**src/rtl/imem_loader_if.sv**
```systemverilog
// imem_loader_if: the loader's handshake and memory-bus bundle.
//   start/byte_valid/byte_data  stream side, driven by the host
//   byte_ready                  loader accepts a byte this cycle
//   imem_we/imem_addr/imem_wdata instruction-memory write port
//   cpu_rst/busy/done/error     core reset and load status
// modport slave is the loader; modport master is the host/bench side.
interface imem_loader_if #(parameter int ADDR_W = 8);
  logic              start;
  logic              byte_valid;
  logic [7:0]        byte_data;
  logic              byte_ready;
  logic              imem_we;
  logic [ADDR_W-1:0] imem_addr;
  logic [31:0]       imem_wdata;
  logic              cpu_rst;
  logic              busy;
  logic              done;
  logic              error;

  modport slave (
    input  start, byte_valid, byte_data,
    output byte_ready, imem_we, imem_addr, imem_wdata, cpu_rst, busy, done, error
  );
  modport master (
    output start, byte_valid, byte_data,
    input  byte_ready, imem_we, imem_addr, imem_wdata, cpu_rst, busy, done, error
  );
endinterface

```
**src/rtl/imem_loader.sv**
```systemverilog
// imem_loader: receives a byte stream (16-bit word count N, low byte first,
// then 4*N little-endian payload bytes, then an XOR checksum byte), writes
// each word into instruction memory and releases the core on success.
//   clk  rising-edge clock
//   rst  asynchronous active-low reset
//   bus  imem_loader_if.slave (stream handshake, memory write port, status)
// DEPTH_WORDS must not exceed 2**ADDR_W.
module imem_loader #(
  parameter int DEPTH_WORDS = 256,
  parameter int ADDR_W      = 8
) (
  input logic           clk,
  input logic           rst,
  imem_loader_if.slave  bus
);
  typedef enum logic [2:0] {
    IDLE, LEN_LO, LEN_HI, DATA, WRITE, CHECK, DONE, ERR
  } state_t;

  state_t            r_state;
  logic              r_byte_ready, r_we, r_cpu_rst, r_busy, r_done, r_err;
  logic [ADDR_W-1:0] r_addr;
  logic [31:0]       r_wdata;
  logic [15:0]       r_len;
  // One extra bit so a full memory (N = 2**ADDR_W) can be counted.
  logic [ADDR_W:0]   r_widx;
  logic [1:0]        r_bcnt;
  logic [23:0]       r_word;
  logic [7:0]        r_xor;

  logic              w_xfer;
  logic [15:0]       w_len;
  logic [ADDR_W:0]   w_widx_nxt;

  assign w_xfer     = bus.byte_valid && r_byte_ready;
  assign w_len      = {bus.byte_data, r_len[7:0]};
  assign w_widx_nxt = r_widx + 1'b1;

  always_ff @(posedge clk or negedge rst) begin
    if (!rst) begin
      r_state      <= IDLE;
      r_byte_ready <= 1'b0;
      r_we         <= 1'b0;
      r_cpu_rst    <= 1'b1;
      r_busy       <= 1'b0;
      r_done       <= 1'b0;
      r_err        <= 1'b0;
      r_addr       <= '0;
      r_wdata      <= '0;
      r_len        <= '0;
      r_widx       <= '0;
      r_bcnt       <= '0;
      r_word       <= '0;
      r_xor        <= '0;
    end else begin
      r_we <= 1'b0;
      case (r_state)
        IDLE, DONE, ERR: begin
          if (bus.start) begin
            r_state      <= LEN_LO;
            r_byte_ready <= 1'b1;
            r_busy       <= 1'b1;
            r_done       <= 1'b0;
            r_err        <= 1'b0;
            r_cpu_rst    <= 1'b1;
            r_len        <= '0;
            r_widx       <= '0;
            r_bcnt       <= '0;
            r_word       <= '0;
            r_xor        <= '0;
          end
        end
        LEN_LO: begin
          if (w_xfer) begin
            r_len[7:0] <= bus.byte_data;
            r_state    <= LEN_HI;
          end
        end
        LEN_HI: begin
          if (w_xfer) begin
            r_len[15:8] <= bus.byte_data;
            if (32'(w_len) > DEPTH_WORDS) begin
              r_state      <= ERR;
              r_byte_ready <= 1'b0;
              r_busy       <= 1'b0;
              r_err        <= 1'b1;
            end else if (w_len == 16'd0) begin
              r_state <= CHECK;
            end else begin
              r_state <= DATA;
            end
          end
        end
        DATA: begin
          if (w_xfer) begin
            r_xor  <= r_xor ^ bus.byte_data;
            r_bcnt <= r_bcnt + 2'd1;
            // Shift in from the top so the first byte lands in bits 7:0.
            r_word <= {bus.byte_data, r_word[23:8]};
            if (r_bcnt == 2'd3) begin
              r_state      <= WRITE;
              r_byte_ready <= 1'b0;
              r_we         <= 1'b1;
              r_wdata      <= {bus.byte_data, r_word};
              r_addr       <= r_widx[ADDR_W-1:0];
            end
          end
        end
        WRITE: begin
          r_widx       <= w_widx_nxt;
          r_byte_ready <= 1'b1;
          r_state      <= (32'(w_widx_nxt) == 32'(r_len)) ? CHECK : DATA;
        end
        CHECK: begin
          if (w_xfer) begin
            r_byte_ready <= 1'b0;
            r_busy       <= 1'b0;
            if (bus.byte_data == r_xor) begin
              r_state   <= DONE;
              r_done    <= 1'b1;
              r_cpu_rst <= 1'b0;
            end else begin
              r_state <= ERR;
              r_err   <= 1'b1;
            end
          end
        end
        default: begin
          r_state      <= IDLE;
          r_byte_ready <= 1'b0;
          r_busy       <= 1'b0;
        end
      endcase
    end
  end

  assign bus.byte_ready = r_byte_ready;
  assign bus.imem_we    = r_we;
  assign bus.imem_addr  = r_addr;
  assign bus.imem_wdata = r_wdata;
  assign bus.cpu_rst    = r_cpu_rst;
  assign bus.busy       = r_busy;
  assign bus.done       = r_done;
  assign bus.error      = r_err;
endmodule

```
**src/flat_wrapper.sv**
```systemverilog
// flat-port wrapper written by rule: the top's interface ports become plain ports
module imem_loader_flat 
#(
  parameter int DEPTH_WORDS = 256,
  parameter int ADDR_W      = 8
)
  (clk, rst, bus_start, bus_byte_valid, bus_byte_data, bus_byte_ready, bus_imem_we, bus_imem_addr, bus_imem_wdata, bus_cpu_rst, bus_busy, bus_done, bus_error);
  imem_loader_if #(.ADDR_W(ADDR_W)) bus_i ();
  input logic clk;
  input logic rst;
  input wire logic [$bits(bus_i.start)-1:0] bus_start;
  input wire logic [$bits(bus_i.byte_valid)-1:0] bus_byte_valid;
  input wire logic [$bits(bus_i.byte_data)-1:0] bus_byte_data;
  output wire logic [$bits(bus_i.byte_ready)-1:0] bus_byte_ready;
  output wire logic [$bits(bus_i.imem_we)-1:0] bus_imem_we;
  output wire logic [$bits(bus_i.imem_addr)-1:0] bus_imem_addr;
  output wire logic [$bits(bus_i.imem_wdata)-1:0] bus_imem_wdata;
  output wire logic [$bits(bus_i.cpu_rst)-1:0] bus_cpu_rst;
  output wire logic [$bits(bus_i.busy)-1:0] bus_busy;
  output wire logic [$bits(bus_i.done)-1:0] bus_done;
  output wire logic [$bits(bus_i.error)-1:0] bus_error;
  assign bus_i.start = bus_start;
  assign bus_i.byte_valid = bus_byte_valid;
  assign bus_i.byte_data = bus_byte_data;
  assign bus_byte_ready = bus_i.byte_ready;
  assign bus_imem_we = bus_i.imem_we;
  assign bus_imem_addr = bus_i.imem_addr;
  assign bus_imem_wdata = bus_i.imem_wdata;
  assign bus_cpu_rst = bus_i.cpu_rst;
  assign bus_busy = bus_i.busy;
  assign bus_done = bus_i.done;
  assign bus_error = bus_i.error;
  imem_loader #(.DEPTH_WORDS(DEPTH_WORDS), .ADDR_W(ADDR_W)) u_core (.clk(clk), .rst(rst), .bus(bus_i));
endmodule
```
**config.mk**
```make
export PLATFORM = sky130hd
export DESIGN_NAME = imem_loader_flat
export DESIGN_NICKNAME = d
export VERILOG_FILES = /design/src/rtl/imem_loader_if.sv /design/src/rtl/imem_loader.sv /design/src/flat_wrapper.sv
export SDC_FILE = /design/constraint.sdc
export NUM_CORES = 1
export LEC_CHECK = 0
export CAP_MARGIN = 20
export CORE_ASPECT_RATIO = 1.1
export CORE_UTILIZATION = 45
export CTS_BUF_LIST = sky130_fd_sc_hd__clkbuf_8
export CTS_CLUSTER_SIZE = 20
export DETAILED_ROUTE_END_ITERATION = 16
export PLACE_DENSITY_LB_ADDON = 0.12
export SLEW_MARGIN = 10
export SYNTH_ARGS = -nofsm -noshare
export SYNTH_HDL_FRONTEND = slang
export SYNTH_SLANG_ARGS = --single-unit
```
**constraint.sdc**
```tcl
create_clock -name clk -period 2.45 [get_ports clk]
set_clock_uncertainty 0.15 [all_clocks]
set_input_delay 0.49 -clock clk [delete_from_list [all_inputs] [get_ports clk]]
set_output_delay 0.49 -clock clk [all_outputs]
set_load 0.02 [all_outputs]
```
==> results_dict.tcl, run 1 <==
set metrics [dict create \
    clk_latency_ns 0.38 \
    setup_viol 1 \
    grt_use_total 0.215 \
    critPathLaunchType "register" \
    path_max_fanout 2 \
    yosysMostFrequentCell "dfrtp_1" \
    synth.area.top_cells "dfrtp_1, mux2_2, nand2_1" \
    layout_min_cycle_time_ns 2.54 \
    hold_end "u_core.bus.cpu_rst" \
    area_growth_pct 22.5 \
    post_cts_resized 0 \
    critPathBufInv 0 \
    grt_pass1_wl_microns 19200 \
    r2r-start "u_core.r_widx[1]" \
    ys_seq_area_frac 0.537 \
    p_leak_nw 2.96 \
    clk_pin_slew_ns 0.09 \
    ant_nets 0 \
    antenna_cells 0 \
    grt-ovfl-total 0 \
    clock_tree.buffer_depth 2 \
    p_per_area_mw_per_mm2 800 \
    cp-end-kind "register" \
    core.rowCount 40 \
    ys.flop_type "dfrtp_1" \
    max_slew_margin 0.609 \
    netlist_instances 503 \
    max_stage_delay_ns 0.52 \
    hold_viol 0 \
    cp.required_ns 2.59 \
    clock.fmax_mhz 393 \
    placed_area_sq_mm 0.00599 \
    initial_core_util 0.462 \
    fin_crit_sh 1.04 \
    violations "setup timing" \
    drc 0 \
    num_vias 3902 \
    fp.dieW_microns 103 \
    maxCapViolCount 0 \
    setup_ws_ns -0.0945 \
    tightest_slew_ns 0.587 \
    cts_max_level 3 \
    critical-path-top-delay-family "simple AND/OR/NAND/NOR gates" \
    r2r_cells 6 \
    cts_sinks 108 \
    synth_edf_count 0 \
    avgSynthCellArea_sq_um 10.0 \
    die-area_sq_mm 0.0116 \
    regArea_sq_mm 0.00270 \
    syn_nets 518 \
    io_pins 58 \
    cts_tree "built" \
    fin_area_sq_mm 0.00617 \
    netlist_top_cells_count "dfrtp_1, nand2_1, nand3_1" \
    first_global_vias 3873 \
    timing.rr.end "u_core.r_state[2]" \
    peakVddDrop_mv 0.498 \
    antenna_found_initial 0 \
    holdCritStartpoint "u_core.bus.cpu_rst" \
    async_reset_ff_frac 1.00 \
    multi_input_area_sq_mm 0.00211 \
    hpwl_microns 8060 \
    rsz0062_at_grt "true" \
    min_path_cells 2 \
    grt_max_degree 64 \
    numCtsBuffers 9 \
    drt-total-wl_microns 11400 \
    io_buffers 57 \
    cp_data_arrival_time_ns 2.69 \
    drt_iter0_drc 169 \
    startpoint "u_core.r_widx[1]" \
    status "finished with violations" \
    final_nets 592 \
    dieHeight_microns 113 \
    cts_root_buf "clkbuf_8" \
    crit_type "reg -> reg" \
    fin_setup_tns_ns -0.0945 \
    num-fill-cells 1032 \
    report.power.total_mw 4.94 \
    synth_top_area_frac 0.531 \
    first_pass_iters 4 \
    r2r_slack_ns -0.09 \
    yosysUniqueCellTypes 50 \
    gp_congestion 0.896 \
    hold_path_class "reg -> reg" \
    synth_top_area_cell "dfrtp_1" \
    drive_gt1_frac 0.174 \
    wl_per_cell_microns 15.6 \
    coreArea_sq_mm 0.0109 \
    netlist_area_sq_mm 0.00504 \
    cpMaxStageDelayCell "or4_1" \
    ys_seq_elements 108 \
    worstPathCellList "ha_2, or4_1, a211o_1, a2111o_1, or4b_1, o211ai_1" \
    drv_slew 0 \
    cts_setup_buffers 0 \
    routed_via_density 5.35 \
    synth_warnings 0 \
]
## timing repair
item,in CTS,in global routing
hold buffers,1,0
endpoints found under the setup margin,1,1
endpoints found under the hold margin,13,0
gates cloned,0,0
## per-stage QoR
| stage | instances | util | hold WS, ns | setup slack (ns) |
|---|---|---|---|---|
| floorplan | 503 | - | 0.0444 | -0.152 |
| global placement | 712 | 0.549 | 0.226 | -0.0662 |
| detailed placement | 712 | 0.549 | 0.225 | -0.104 |
| CTS | 729 | 0.566 | 0.345 | -0.101 |
| global route | 729 | 0.566 | 0.359 | -0.181 |
| finish | 729 | 0.566 | 0.339 | -0.0945 |
## tightest hold or removal path, cell delays in order, from the launching register on
cell     delay (ns)
dfstp_2        0.39
nand2_1        0.05
o21ai_1        0.05
## routing by layer
| metal | wire length [microns] | share of wire | vias to the layer above | global-route usage |
|---|---|---|---|---|
| met5 | 0 | 0 | - | 0 |
| li1 | - | - | 1904 | - |
| met3 | 415 | 0.036 | 13 | 0.0303 |
| met1 | 5430 | 0.48 | 1897 | 0.308 |
| met2 | 5360 | 0.47 | 88 | 0.329 |
| met4 | 176 | 0.015 | 0 | 0.0836 |
## sequential cells by signal, summed over array words and instances (netlist names), 2 cells and up
signal and cells:
u_core.r_state 3, u_core.r_word 24, u_core.r_len 16, u_core.r_bcnt 2
u_core.r_xor 8, u_core.r_widx 9, u_core.bus.imem_wdata 32, u_core.bus.imem_addr 8
## cells in the final DEF, fill, tap and decap left out, drive strengths merged, types with 4 or more instances in the layout
cell type      synthesis  routed
buf                    5      40
nor2                   7       7
a22o                   8       8
nor3                   7       7
nand4                  4       4
o21ai                 48      48
a21oi                 10      10
and3                   8       8
nand2                 76      76
o31ai                  8       8
inv                   25      30
clkbuf                29       9
mux2                  38      38
dfrtp                107     107
clkdlybuf4s50          0      56
nor2b                 13      13
xor2                   6       6
nand3                 51      51
xnor2                  6       6
nor4                   5       5
o21a                   4       4
o211ai                 5       5
## report_power, final
group | switching (mW) | internal, mW | total, mW
registers | 0.251 | 2.03 | 2.28
logic | 0.973 | 0.685 | 1.66
clock network | 0.627 | 0.376 | 1.00
## worst max path at each step
stage               slack, ns           endpoint  cells after the start
finish                  -0.09  u_core.r_state[2]                      6
global route            -0.18  u_core.r_state[2]                      6
CTS                     -0.10  u_core.r_state[2]                      6
detailed placement      -0.10    u_core.bus.done                      7
global placement        -0.07    u_core.bus.done                      7
floorplan               -0.15  u_core.r_state[2]                      7
## kinds of logic (layout without fill, tap and decap cells)
group,count (synthesis),count (layout),share of synthesized area
simple gates,180,180,0.171
flops,108,108,0.537
compound gates,101,101,0.128
buf+inv,59,138,0.0467
mux,40,40,0.0889
xor+xnor,12,12,0.0209
fa+ha+maj,3,3,0.00745
## area by class of cell
| class | instances | area share |
|---|---|---|
| repair buffers | 97 | 0.147 |
| well taps | 147 | 0.0298 |
| flip-flops and latches | 108 | 0.438 |
| multi-input cells | 336 | 0.342 |
| inverters | 25 | 0.0152 |
| clock buffers | 9 | 0.0201 |
| clock inverters | 7 | 0.00811 |
Power figures use the tool's default switching activity.
==> run 2: changes to the inputs <==
--- a/config.mk
+++ b/config.mk
@@ -5,6 +5,7 @@
 export SDC_FILE = /design/constraint.sdc
 export NUM_CORES = 1
 export LEC_CHECK = 0
+export ABC_AREA = 0
 export CAP_MARGIN = 20
 export CORE_ASPECT_RATIO = 1.1
 export CORE_UTILIZATION = 45
==> results of run 2 <==
Same layout as run 1: the final DEF is identical, and so are final timing and power.
==> run 3: changes to the inputs <==
--- a/config.mk
+++ b/config.mk
@@ -12,6 +12,7 @@
 export CTS_BUF_LIST = sky130_fd_sc_hd__clkbuf_8
 export CTS_CLUSTER_SIZE = 20
 export DETAILED_ROUTE_END_ITERATION = 16
+export HOLD_SLACK_MARGIN = 0.08
 export PLACE_DENSITY_LB_ADDON = 0.12
 export SLEW_MARGIN = 10
 export SYNTH_ARGS = -nofsm -noshare
==> results of run 3 <==
Same layout as run 1: the final DEF is identical, and so are final timing and power.
